<file path="config.mk">
export PLATFORM = sky130hd
export DESIGN_NAME = imem_prog_loader
export DESIGN_NICKNAME = d
export VERILOG_FILES = /design/src/rtl/imem_prog_loader.sv
export SDC_FILE = /design/constraint.sdc
export NUM_CORES = 1
export LEC_CHECK = 0
export ABC_AREA = 1
export CORE_AREA = 2 2 132 95
export CTS_CLUSTER_SIZE = 25
export DETAILED_ROUTE_END_ITERATION = 16
export DIE_AREA = 0 0 134 97
export HOLD_SLACK_MARGIN = 0.12
export PLACE_DENSITY_LB_ADDON = 0.1
export RECOVER_POWER = 50
export REMOVE_ABC_BUFFERS = 1
export SYNTH_ARGS = -nofsm -noshare
export SYNTH_HDL_FRONTEND = slang
export SYNTH_SLANG_ARGS = --single-unit
</file>
<file path="constraint.sdc">
create_clock -name clk -period 2.6 [get_ports clk]
set_input_delay 0.65 -clock clk [delete_from_list [all_inputs] [get_ports clk]]
set_output_delay 0.65 -clock clk [all_outputs]
set_load 0.01 [all_outputs]
</file>
<file path="src/rtl/imem_prog_loader.sv">
// Byte-stream program loader: frames SYNC,N_lo,N_hi,N*4 data,CSUM into imem words; gates core reset.
// Latency: imem write one cycle after the 4th byte of a word; done/error one cycle after the CSUM byte.
// Backpressure: in_ready is registered, high in every loading state; low in DONE/ERROR until restart.
module imem_prog_loader #(
    parameter int          ADDR_W    = 8,
    parameter logic [7:0]  SYNC_BYTE = 8'hA5
) (
    input  logic              clk,
    input  logic              reset,
    input  logic [7:0]        in_data,
    input  logic              in_valid,
    output logic              in_ready,
    input  logic              restart,
    output logic              imem_we,
    output logic [ADDR_W-1:0] imem_addr,
    output logic [31:0]       imem_wdata,
    output logic              core_reset,
    output logic              done,
    output logic              error
);

    typedef enum logic [2:0] {
        S_IDLE,
        S_CNT_LO,
        S_CNT_HI,
        S_DATA,
        S_CSUM,
        S_DONE,
        S_ERROR
    } state_t;

    // Largest legal word count; one bit wider than N so 2**16 never aliases.
    localparam logic [16:0] MAX_N = 17'd1 << ADDR_W;

    state_t      state;
    logic [15:0] cnt;
    logic [15:0] word_idx;
    logic [1:0]  byte_idx;
    logic [23:0] word_buf;
    logic [7:0]  csum;

    logic        xfer;
    logic [15:0] n_full;
    logic [7:0]  csum_nxt;

    assign xfer     = in_valid & in_ready;
    assign n_full   = {in_data, cnt[7:0]};
    assign csum_nxt = csum ^ in_data;

    always_ff @(posedge clk or negedge reset) begin
        if (!reset) begin
            state      <= S_IDLE;
            in_ready   <= 1'b0;
            imem_we    <= 1'b0;
            imem_addr  <= '0;
            imem_wdata <= '0;
            core_reset <= 1'b1;
            done       <= 1'b0;
            error      <= 1'b0;
            cnt        <= '0;
            word_idx   <= '0;
            byte_idx   <= '0;
            word_buf   <= '0;
            csum       <= '0;
        end else begin
            imem_we <= 1'b0;
            case (state)
                S_IDLE: begin
                    in_ready <= 1'b1;
                    if (xfer && in_data == SYNC_BYTE) begin
                        csum  <= '0;
                        state <= S_CNT_LO;
                    end
                end
                S_CNT_LO: begin
                    if (xfer) begin
                        cnt[7:0] <= in_data;
                        csum     <= in_data;
                        state    <= S_CNT_HI;
                    end
                end
                S_CNT_HI: begin
                    if (xfer) begin
                        cnt[15:8] <= in_data;
                        csum      <= csum_nxt;
                        word_idx  <= '0;
                        byte_idx  <= '0;
                        if ({1'b0, n_full} > MAX_N) begin
                            state    <= S_ERROR;
                            error    <= 1'b1;
                            in_ready <= 1'b0;
                        end else if (n_full == 16'd0) begin
                            state <= S_CSUM;
                        end else begin
                            state <= S_DATA;
                        end
                    end
                end
                S_DATA: begin
                    if (xfer) begin
                        csum     <= csum_nxt;
                        byte_idx <= byte_idx + 2'd1;
                        if (byte_idx == 2'd3) begin
                            imem_we    <= 1'b1;
                            imem_addr  <= word_idx[ADDR_W-1:0];
                            imem_wdata <= {in_data, word_buf};
                            word_idx   <= word_idx + 16'd1;
                            if (word_idx == cnt - 16'd1)
                                state <= S_CSUM;
                        end else begin
                            word_buf[8*byte_idx +: 8] <= in_data;
                        end
                    end
                end
                S_CSUM: begin
                    if (xfer) begin
                        in_ready <= 1'b0;
                        if (in_data == csum) begin
                            state      <= S_DONE;
                            done       <= 1'b1;
                            core_reset <= 1'b0;
                        end else begin
                            state <= S_ERROR;
                            error <= 1'b1;
                        end
                    end
                end
                S_DONE: begin
                    if (restart) begin
                        state      <= S_IDLE;
                        done       <= 1'b0;
                        core_reset <= 1'b1;
                        in_ready   <= 1'b1;
                    end
                end
                S_ERROR: begin
                    if (restart) begin
                        state    <= S_IDLE;
                        error    <= 1'b0;
                        in_ready <= 1'b1;
                    end
                end
                default: begin
                    state    <= S_IDLE;
                    in_ready <= 1'b0;
                end
            endcase
        end
    end

endmodule

</file>
==> qor.txt <==
Worst Setup EP: imem_wdata[10]
Final global-route overflow total: 0
Boundary pin count: 57
Synth Area in Simple Gates: 23.90%
Total GRT Usage: 23.29%
Reg area: 2854 sq um
Netlist cell types: 42
Outcome: completed
Post CTS Setup Buffer Count: 0
Worst slew margin: 25.96%
Max VDD drop: 690.9 uV
Worst skew pair latency: 0.41 ns
Syn Inst Count: 686
Worst slack, placed: 0.05375 ns
Final min period: 2.310 ns
CTS tree: built
Commonest cells after routing, fill and taps aside: nand2_1 (154), dfrtp_1 (113), inv_1 (84), o21ai_0 (54), clkdlybuf4s50_1 (48)
Reg2reg start: state[2]
Most common cell after layout, fill and taps aside: nand2_1
Post-route worst setup slack: 0.2899 ns
Reg-to-reg slack, setup: 0.29 ns
Area contributors post-synth: dfrtp_1 (49%), nand2_1 (9.9%), inv_1 (5.5%)
Area Overhead vs Synth: 24.70%
Resized Gates After CTS: 0
Htree depth: 4
Final net count: 784
Post-DR vias/cell: 5.322
Port Buf Inserts: 56
Core Util, Final: 61.85%
Clk sink count: 114
Worst Path Arrival: 2.60 ns
Post-synthesis compound-gate area fraction: 11.57%
Initial antenna violation count: 0
CP Class: reg -> reg
Hold/Removal Path Class: in -> async
Largest family of logic cells by synthesized area: simple AND/OR/NAND/NOR gates
Critical path startpoint category: flop
Area leader, netlist: dfrtp_1
Final Cycle Share: 88.85%
CTS Hold Bufs: 0
Synth Register Bits: 114
Pwr/cell area: 1150 nW/um^2
First-pass GRT wire length: 23690 microns
Synth warn: 0
Post-synth EDFFs: 0
Core Area: 11600 sq um
Clock root cell: clkbuf_16
Mapped Avg Cell Area: 8.388 sq um
Drt initial violations: 482
Setup TNS: 0 ns
CP required: 2.88 ns
Hold Vio Cnt, Final: 0
Post-synth top area share: 49.14%
RePlAce Congestion: 0.9538
R2R cell count: 11
Fin. max-slew vios: 0
Reg2reg end: imem_wdata[10]
Main synth FF type: dfrtp_1
Detail Placement HPWL: 10320 microns
CTS max path bufs: 2
Cts bufs inserted: 17
Crit Path Max Fanout: 38
DRC Markers: 0
FFs w/ async S/R, synth: 100.0%
Critical path origin: state[2]
Vias in the first global route: 4623
WL/cell: 15.02 microns
Fillers: 999
Xor/xnor share of the synthesized area: 3.805%
Fmax: 432.9 MHz
Die area: 13000 sq um
Routed WL: 14010 microns
Final clock skew: 0.004913 ns
Antenna Nets Post-Route: 0
ANT cells: 0
Leakage: 3.435 nW
Post-synthesis mux area share: 1.566%
Worst hold slack: 0.3937 ns
Crit. End Element: flop
RSZ-0062 raised after global routing: false
Initial core utilization: 49.60%
Clock transition at path regs: 0.05 ns
Die height: 97 microns
Layout cells sized above 1: 11.21%
Synthesized cell area: 5754 sq um
Largest net degree at the start of global routing: 43
Row count: 33
Pin slew with the least headroom to its limit: 1.111 ns
# setup viols final: 0
Synth Area in Adders: 1.740%
Via Count: 4965
Die X: 134 microns
Max-cap violations: 0
Sequential area share after synthesis: 49.60%
Area of the multi-input gates: 2445 sq um
Drt pass-1 iters: 5
Pwr Total: 8.255 mW
state kept, by name, indices dropped and copies added (netlist names):
register and flops:
imem_wdata 32, word_buf 24, cnt 16, word_idx 16, csum 8, imem_addr 8
state 3, byte_idx 2, core_reset 1, done 1, error 1, imem_we 1
in_ready 1
routing by layer:
metal / track usage, % / wire length [microns]
met1: 35.35 / 7015
met2: 32.78 / 5849
met3: 4.403 / 860
met4: 8.920 / 283
met5: 0 / 0
cells in the mapped netlist, types with 2 or more instances:
library cell,count
ha_1,8
nor2_1,41
nand4_1,29
buf_6,2
buf_2,6
xnor2_1,15
nand2_1,152
nand3b_1,3
o31ai_1,3
o21ai_1,40
buf_1,4
nand2_2,4
nor4_1,3
o22ai_1,8
nor2_2,4
o211ai_1,3
clkinv_1,2
nor3_1,11
nand3_1,31
xor2_1,10
dfrtp_1,113
inv_1,84
o21ai_0,54
inv_2,6
mux2_2,8
nor2_4,8
a21oi_1,12
clkbuf_1,8
power breakdown:
part | switching [mW] | internal (mW)
Combinational | 1.72 | 1.30
Clock | 0.780 | 1.51
Sequential | 0.530 | 2.41
per-stage QoR:
step	cell area (sq um)	instances
floorplan	5649	665
global placement	6621	902
detailed placement	6621	902
CTS	7206	933
global route	7176	933
finish	7176	933
cell type report:
type | instances | share of cell area (%)
Clock buffer | 20 | 6.225
Inverter | 92 | 4.813
Timing Repair Buffer | 80 | 10.46
Multi-Input combinational cell | 459 | 34.07
Clock inverter | 11 | 1.918
Sequential cell | 114 | 39.77
Tap cell | 157 | 2.738
how the worst min path moves through the flow:
| stage | endpoint | slack, ns | from |
|---|---|---|---|
| global route | cnt[13] | 0.48 | reset |
| floorplan | byte_idx[0] | 0.35 | reset |
| finish | cnt[13] | 0.39 | reset |
| global placement | imem_wdata[20] | 0.47 | imem_wdata[20] |
| CTS | imem_wdata[26] | 0.24 | reset |
| detailed placement | imem_wdata[22] | 0.48 | imem_wdata[22] |
kinds of logic after synthesis:
| logic type | count (synthesis) |
|---|---|
| AO/OA/AOI/OAI | 125 |
| XOR/XNOR | 25 |
| adder cells (fa/ha/maj) | 8 |
| buffers and inverters | 113 |
| flip-flops | 114 |
| multiplexers | 8 |
| AND/OR/NAND/NOR | 293 |
worst max-delay path, cell delays in order, from the launching register on:
cell	delay (ns)
dfrtp_1	0.44
inv_2	0.14
nand2_1	0.36
nor2_4	0.27
inv_2	0.08
nor2_2	0.19
inv_2	0.07
nor2_4	0.13
inv_2	0.08
buf_4	0.25
nand2_1	0.10
o21ai_1	0.07
Power figures use the tool's default switching activity.
